### src/rtl/climate_ctrl_multi.sv
// climate_ctrl_multi: N-channel hysteresis climate controller with
// ASCII command decode and a rotating display tick for the LCD path.
`timescale 1ns/1ps
module climate_ctrl_multi #(
    parameter int              N_CH        = 2,
    parameter int              DATA_W      = 8,
    parameter logic [N_CH-1:0] POL         = N_CH'(1),
    parameter int              DEF_HI      = 18,
    parameter int              DEF_LO      = 10,
    parameter int              REFRESH_CYC = 50_000_000
) (
    input  logic                   clk,
    input  logic                   rst_n,
    input  logic [N_CH*DATA_W-1:0] sensor_data,
    input  logic [7:0]             chr_cmd,
    input  logic [7:0]             chr_ch,
    input  logic [7:0]             chr_val0,
    input  logic [7:0]             chr_val1,
    input  logic                   rx_msg_done,
    output logic [N_CH-1:0]        act,
    output logic [N_CH-1:0]        manual,
    output logic                   cmd_ack,
    output logic                   cmd_err,
    output logic                   disp_tick,
    output logic [2:0]             disp_ch,
    output logic [DATA_W-1:0]      disp_val
);

    localparam int CNT_W = (REFRESH_CYC > 1) ? $clog2(REFRESH_CYC) : 1;
    localparam logic [63:0] MAXV = (64'd1 << DATA_W) - 64'd1;

    typedef enum logic [1:0] {
        S_IDLE,
        S_CHECK,
        S_APPLY,
        S_RESP
    } state_t;

    typedef enum logic [1:0] {
        OP_H,
        OP_L,
        OP_M,
        OP_A
    } op_t;

    state_t state_q, state_d;

    logic done1_q, done2_q;
    logic rise;

    logic [7:0] cmd_q, chb_q, b0_q, b1_q;

    op_t              op_q, op_d;
    logic [2:0]       ch_q;
    logic [DATA_W-1:0] val_q;
    logic             mval_q, mval_d;
    logic             err_q, bad_d;

    logic [DATA_W-1:0] hi_q [N_CH];
    logic [DATA_W-1:0] hi_d [N_CH];
    logic [DATA_W-1:0] lo_q [N_CH];
    logic [DATA_W-1:0] lo_d [N_CH];
    logic [N_CH-1:0]   man_q, man_d;
    logic [N_CH-1:0]   act_q, act_d;

    logic [CNT_W-1:0]  cnt_q;
    logic              tick_q;
    logic [2:0]        dch_q;
    logic [2:0]        nxt_q;
    logic [DATA_W-1:0] dval_q;
    logic [DATA_W-1:0] nxt_val;

    logic [7:0]        ch_n, d0, d1, v_w;
    logic [DATA_W-1:0] v_dw, sel_hi, sel_lo;
    logic              dig_ch, dig_0, dig_1, ch_ok, rng_ok;

    function automatic logic is_dig(input logic [7:0] b);
        return (b >= 8'h30) && (b <= 8'h39);
    endfunction

    assign rise = done1_q & ~done2_q;

    // Two-stage sampling of rx_msg_done for the registered edge detect
    always_ff @(posedge clk or negedge rst_n) begin
        if (!rst_n) begin
            done1_q <= 1'b0;
            done2_q <= 1'b0;
        end else begin
            done1_q <= rx_msg_done;
            done2_q <= done1_q;
        end
    end

    // Command FSM state register
    always_ff @(posedge clk or negedge rst_n) begin
        if (!rst_n) state_q <= S_IDLE;
        else        state_q <= state_d;
    end

    // Command FSM next state; edges outside IDLE are dropped
    always_comb begin
        state_d = state_q;
        unique case (state_q)
            S_IDLE:  if (rise) state_d = S_CHECK;
            S_CHECK: state_d = S_APPLY;
            S_APPLY: state_d = S_RESP;
            S_RESP:  state_d = S_IDLE;
            default: state_d = S_IDLE;
        endcase
    end

    assign cmd_ack = (state_q == S_RESP) && !err_q;
    assign cmd_err = (state_q == S_RESP) &&  err_q;

    // Capture the command bytes when a new message is accepted
    always_ff @(posedge clk or negedge rst_n) begin
        if (!rst_n) begin
            cmd_q <= 8'h00;
            chb_q <= 8'h00;
            b0_q  <= 8'h00;
            b1_q  <= 8'h00;
        end else if (state_q == S_IDLE && rise) begin
            cmd_q <= chr_cmd;
            chb_q <= chr_ch;
            b0_q  <= chr_val0;
            b1_q  <= chr_val1;
        end
    end

    // Decode and validate the latched command; 'A' ignores value bytes,
    // 'M' only looks at the units byte
    always_comb begin
        dig_ch = is_dig(chb_q);
        dig_0  = is_dig(b0_q);
        dig_1  = is_dig(b1_q);
        ch_n   = chb_q - 8'h30;
        d0     = b0_q - 8'h30;
        d1     = b1_q - 8'h30;
        v_w    = d0 * 8'd10 + d1;
        v_dw   = DATA_W'(v_w);
        rng_ok = (64'(v_w) <= MAXV);
        ch_ok  = dig_ch && (ch_n < 8'(N_CH));
        sel_hi = '0;
        sel_lo = '0;
        for (int c = 0; c < N_CH; c++) begin
            if (ch_n == 8'(c)) begin
                sel_hi = hi_q[c];
                sel_lo = lo_q[c];
            end
        end
        mval_d = (b1_q != 8'h30);
        op_d   = OP_A;
        bad_d  = !ch_ok;
        case (cmd_q)
            8'h48: begin
                op_d = OP_H;
                if (!dig_0 || !dig_1 || !rng_ok || v_dw < sel_lo)
                    bad_d = 1'b1;
            end
            8'h4C: begin
                op_d = OP_L;
                if (!dig_0 || !dig_1 || !rng_ok || v_dw > sel_hi)
                    bad_d = 1'b1;
            end
            8'h4D: begin
                op_d = OP_M;
                if (!dig_1) bad_d = 1'b1;
            end
            8'h41: op_d = OP_A;
            default: bad_d = 1'b1;
        endcase
    end

    // Register decode results during CHECK
    always_ff @(posedge clk or negedge rst_n) begin
        if (!rst_n) begin
            op_q   <= OP_A;
            ch_q   <= 3'd0;
            val_q  <= '0;
            mval_q <= 1'b0;
            err_q  <= 1'b0;
        end else if (state_q == S_CHECK) begin
            op_q   <= op_d;
            ch_q   <= ch_n[2:0];
            val_q  <= v_dw;
            mval_q <= mval_d;
            err_q  <= bad_d;
        end
    end

    // Per-channel hysteresis evaluation plus the APPLY write
    always_comb begin
        hi_d  = hi_q;
        lo_d  = lo_q;
        man_d = man_q;
        act_d = act_q;
        for (int c = 0; c < N_CH; c++) begin
            if (!man_q[c]) begin
                if (POL[c]) begin
                    if (sensor_data[c*DATA_W +: DATA_W] > hi_q[c])
                        act_d[c] = 1'b1;
                    else if (sensor_data[c*DATA_W +: DATA_W] < lo_q[c])
                        act_d[c] = 1'b0;
                end else begin
                    if (sensor_data[c*DATA_W +: DATA_W] < lo_q[c])
                        act_d[c] = 1'b1;
                    else if (sensor_data[c*DATA_W +: DATA_W] > hi_q[c])
                        act_d[c] = 1'b0;
                end
            end
            if (state_q == S_APPLY && !err_q && ch_q == 3'(c)) begin
                unique case (op_q)
                    OP_H: hi_d[c] = val_q;
                    OP_L: lo_d[c] = val_q;
                    OP_M: begin
                        man_d[c] = 1'b1;
                        act_d[c] = mval_q;
                    end
                    OP_A: begin
                        man_d[c] = 1'b0;
                        act_d[c] = act_q[c];
                    end
                    default: ;
                endcase
            end
        end
    end

    // Channel state registers
    always_ff @(posedge clk or negedge rst_n) begin
        if (!rst_n) begin
            for (int c = 0; c < N_CH; c++) begin
                hi_q[c] <= DATA_W'(DEF_HI);
                lo_q[c] <= DATA_W'(DEF_LO);
            end
            man_q <= '0;
            act_q <= '0;
        end else begin
            hi_q  <= hi_d;
            lo_q  <= lo_d;
            man_q <= man_d;
            act_q <= act_d;
        end
    end

    assign act    = act_q;
    assign manual = man_q;

    // Sensor value of the channel shown at the next tick
    always_comb begin
        nxt_val = '0;
        for (int c = 0; c < N_CH; c++) begin
            if (nxt_q == 3'(c)) nxt_val = sensor_data[c*DATA_W +: DATA_W];
        end
    end

    // Display refresh counter and rotating channel pointer
    always_ff @(posedge clk or negedge rst_n) begin
        if (!rst_n) begin
            cnt_q  <= '0;
            tick_q <= 1'b0;
            dch_q  <= 3'd0;
            nxt_q  <= 3'd0;
            dval_q <= '0;
        end else if (cnt_q == CNT_W'(REFRESH_CYC - 1)) begin
            cnt_q  <= '0;
            tick_q <= 1'b1;
            dch_q  <= nxt_q;
            dval_q <= nxt_val;
            nxt_q  <= (nxt_q == 3'(N_CH - 1)) ? 3'd0 : nxt_q + 3'd1;
        end else begin
            cnt_q  <= cnt_q + CNT_W'(1);
            tick_q <= 1'b0;
        end
    end

    assign disp_tick = tick_q;
    assign disp_ch   = dch_q;
    assign disp_val  = dval_q;

endmodule

### config.mk
export PLATFORM = sky130hd
export DESIGN_NAME = climate_ctrl_multi
export DESIGN_NICKNAME = d
export VERILOG_FILES = /design/src/rtl/climate_ctrl_multi.sv
export SDC_FILE = /design/constraint.sdc
export NUM_CORES = 1
export LEC_CHECK = 0
export CAP_MARGIN = 10
export CORE_MARGIN = 4
export CORE_UTILIZATION = 44
export CTS_CLUSTER_DIAMETER = 120
export DETAILED_ROUTE_END_ITERATION = 7
export MAX_ROUTING_LAYER = met4
export PLACE_DENSITY = 0.77
export SLEW_MARGIN = 20
export SYNTH_ARGS = -nofsm -noshare
export SYNTH_HDL_FRONTEND = slang
export SYNTH_SLANG_ARGS = --single-unit
### constraint.sdc
create_clock -name clk -period 3.7 [get_ports clk]
set_input_delay 0.555 -clock clk [delete_from_list [all_inputs] [get_ports clk]]
set_output_delay 0.555 -clock clk [all_outputs]
set_load 0.02 [all_outputs]
==> results.txt <==
The portion of total power attributed to combinational logic is 0.592. Setup repair after global routing could not meet its margin everywhere. The final RePlAce weighted congestion was 0.8465. The repair_antennas step left the layout with diodes totalling 0. The die is 134.8 µm wide. The die covers 18170 µm². At the worst endpoint, the required time is 4.00 ns.

Most common library cell in the layout ignoring fill and taps: dfrtp_1. Post-synthesis async set-or-reset flop share: 1.000. The worst hold path belongs to the class input port to asynchronous set/reset pin. The pin slew with the least headroom to its limit was 0.9244 ns; the final setup skew was 0.005179 ns. The switching power share of the total works out to 0.3930. The longest clock path from root to sink contains 2 buffers.

The overall track demand over capacity in global routing is 0.1791, and the reported max-cap violation count is 0. The tools report the launching element type of the critical path as a register. The top cell types in the final layout, fill and taps aside, are dfrtp_1, clkdlybuf4s50_1, nand2_1, mux2_2, ha_1. The first global-routing pass estimated 24990 µm of wire. Once detailed placement completed, the half-perimeter wirelength came to 11050 µm. For the number of slew-limit violations in the final report, the log shows 0. The kind of critical path is register to register. From synthesis to final layout, the design area changed by 23.03%. The total area inside the core boundary comes to 15830 µm². Critical-path cell with the highest stage delay: fa_2. The detailed router placed 5146 vias in this run. The floorplan die height is 134.8 µm, and the proportion of layout cells with a drive suffix above 1 is 0.1899.

The run gives 3.87 ns as the arrival time reported for the critical path endpoint. For this run, the post-layout net count is 862. The proportion of power drawn by the clock network was 0.178.

For the final wirelength, the log shows 15140 µm. Buffers inserted during clock tree synthesis total 17. At the placement stage, the worst setup path has a slack of -0.09623 ns.

The count of nets left with antenna violations once routing finished came out at 0. Period utilization: 0.9641. The detail-routed via count per cell was 5.311. The logs give 0 for the number of DRC violations after detailed routing and 0.3838 for the headroom to the max-slew limit. After layout, the worst setup slack is 0.1330 ns. The cell at the root of the clock tree is clkbuf_16. The standby leakage power came out at 3.688 nW.

The number of antenna violations at the first check in global routing is 0. The pin count of the biggest net entering global routing is 66, and the cell row count is 46. In this run the power spent charging and discharging nets is 3.441 mW.

In this run, post-CTS hold repair placed 0 buffers. The flip-flop cell with the highest count after synthesis is dfrtp_1. The total setup violations reported at the end of the flow was 0.

TritonCTS built the clock tree. Counting every instance in the synthesized netlist gives 661. The final cell utilization of the core came out at 0.5498. The maximum level of the CTS H-tree is 4, and the delay of the slowest cell on the worst path is 0.55 ns.

The sequential element share of the synthesized area came out at 0.4546. Each instance of the synthesized netlist takes up on average 10.70 µm². Power per cell area: 1006 nW/µm². The synthesized design contains 0 enable-type register cells. Walking the worst path, the cells encountered are ha_4 -> ha_4 -> fa_2 -> ha_4 -> ha_4 -> inv_1 -> o21bai_1 -> a21oi_2 -> xnor2_1 -> buf_4 -> ha_4 -> and4_4 -> o211ai_1 -> a311oi_1 -> o21ai_1. Input and output buffers added on the ports amount to 68. For the detailed-router iteration count before antenna repair, the log shows 5.

The leftover overflow at the end of global routing is 0. In this design, the critical path's most frequently occurring cell is ha_4. After filler insertion, the fill cell instance count of the layout stands at 1363.

After synthesis the cells add up to 7073 µm². The run gives 280.3 MHz as the timing-limited maximum frequency. The number of nets in the synthesized netlist is 783. The part of the total power dissipated in sequential elements is 0.231.

The number of global-route vias before repair is 5147. The maximum fanout encountered on the critical timing path works out to 4. The run finished with clean final reports.

Clock latency on the worst-skew pair: 0.42 ns. The logs give 0 for the final count of hold timing violations and 69 for the number of I/O pins. The Yosys step of the flow raised 0 warnings. The worst path needs 3.567 ns of the cycle, external delays included. The tools report the endpoint type of the worst setup path as a register.

Clock-pin slew was measured on the worst setup and hold paths at 0.05 ns. The synthesis-stage register bit count was 128; the per-cell routed wire length was 15.62 µm. In this run, distinct cell masters in the synthesized netlist total 58.

Cell internal power was estimated by the tool at 5.316 mW. The number of placed instances, taps included, is 934. Count of clock tree sinks: 128. The non-filler instance count after layout was 969; the effective utilization at floorplan was 0.4469. The logs give 269 for the first-iteration detailed-routing DRC count and 1243 µV for the worst IR drop on VDD.
==> power groups by stage <==
| stage | combinational, mW | clock (mW) | sequential (mW) |
|---|---|---|---|
| finish | 5.18 | 1.56 | 2.02 |
| floorplan | 3.25 | 0 | 1.88 |
| detailed placement | 4.14 | 0 | 2.03 |
| global route | 5.87 | 1.66 | 2.07 |
| CTS | 4.45 | 1.59 | 2.00 |
| global placement | 3.91 | 0 | 2.01 |
==> cell type report <==
cell class,count,area (µm²),share of cell area
clock buffer,23,467.9,0.05377
clock inverter,9,85.08,0.009777
timing repair buffer,79,773.2,0.08886
inverter,45,168.9,0.01941
multi-input combinational,469,3719,0.4273
sequential,128,3218,0.3698
tap,216,270.3,0.03106
==> worst paths after layout <==
kind | from | to | slack (ns) | depth (start not counted)
max reg2reg | b0_q[3] | err_q | 0.13 | 15
min | rst_n | disp_val[6] | 0.22 | 1
max in group asynchronous | rst_n | op_q[0] | 2.59 | 2
max | b0_q[3] | err_q | 0.13 | 15
min reg2reg | done1_q | done2_q | 0.37 | 0
min in group clk | done1_q | done2_q | 0.37 | 0
==> metal layers <==
layer	GRT usage	vias to the layer above	wire, µm
li1	-	2481	-
met1	0.2301	2513	6868
met2	0.2754	130	7055
met3	0.05924	22	987
met4	0.04525	0	225
met5	-	-	0
==> state kept, by name, indices dropped and copies added (netlist names) <==
signal     count
act            2
b0_q           8
b1_q           8
ch_q           3
chb_q          8
cmd_q          8
cnt_q         26
disp_ch        3
disp_tick      1
disp_val       8
done1_q        1
done2_q        1
err_q          1
hi_q          16
lo_q          16
manual         2
mval_q         1
nxt_q          3
op_q           2
state_q        2
val_q          8
==> cells in the mapped netlist, drive strengths merged, types with 2 or more instances <==
cell type	number	area share
nand3b	2	0.0021
xor2	15	0.019
fa	2	0.0057
nor2b	10	0.0088
mux2	64	0.10
mux2i	4	0.0057
o211ai	5	0.0053
a21o	5	0.0053
nand3	14	0.011
ha	69	0.12
nor4	6	0.0071
a31oi	2	0.0018
o31ai	2	0.0021
a21oi	28	0.023
nand2b	3	0.0027
o21ai	44	0.031
buf	9	0.0094
nor3b	2	0.0028
inv	45	0.024
dfrtp	118	0.42
nand4	13	0.011
dfstp	10	0.037
nor2	44	0.023
clkbuf	10	0.0053
and4	4	0.0050
a22oi	8	0.0085
and3	4	0.0035
a211oi	4	0.0042
and2	2	0.0018
xnor2	22	0.027
or3	2	0.0018
a2111oi	2	0.0025
nand2	63	0.033
nor3	8	0.0064
o21a	4	0.0042
==> worst max-delay path: cells and delay by family (launching register included) <==
family,cells,cell delay (ns)
adders and majority gates,6,1.70
AOI/OAI and AO/OA,5,0.77
DFF,1,0.44
and+or+nand+nor,1,0.21
buffers and inverters,2,0.20
xor gates and xnor gates,1,0.15
==> what timing repair did <==
item	in CTS	in global routing
pin swaps	1	12
gates resized for setup	1	19
endpoints found under the hold margin	0	0
endpoints found under the setup margin	1	1
buffers inserted	1	2
==> cells by family after synthesis <==
| logic type | Yosys count | share of synthesized area |
|---|---|---|
| xor gates and xnor gates | 37 | 0.04582 |
| adders and majority gates | 71 | 0.1277 |
| and+or+nand+nor | 182 | 0.1293 |
| DFF | 128 | 0.4546 |
| muxes | 68 | 0.1076 |
| buffers and inverters | 64 | 0.03856 |
| AOI/OAI and AO/OA | 111 | 0.09641 |
==> per-stage QoR <==
stage | setup TNS [ns] | power, mW | hold slack [ns] | area (µm²)
after CTS | 0 | 8.042 | 0.2597 | 8561
after detailed placement | -0.09623 | 6.166 | 0.3589 | 7996
after global placement | 0 | 5.920 | 0.3556 | 7996
after floorplan | 0 | 5.134 | 0.2594 | 7073
after global routing | 0 | 9.596 | 0.2818 | 8702
final | 0 | 8.758 | 0.2211 | 8702
(Power assumes the default switching activity.)
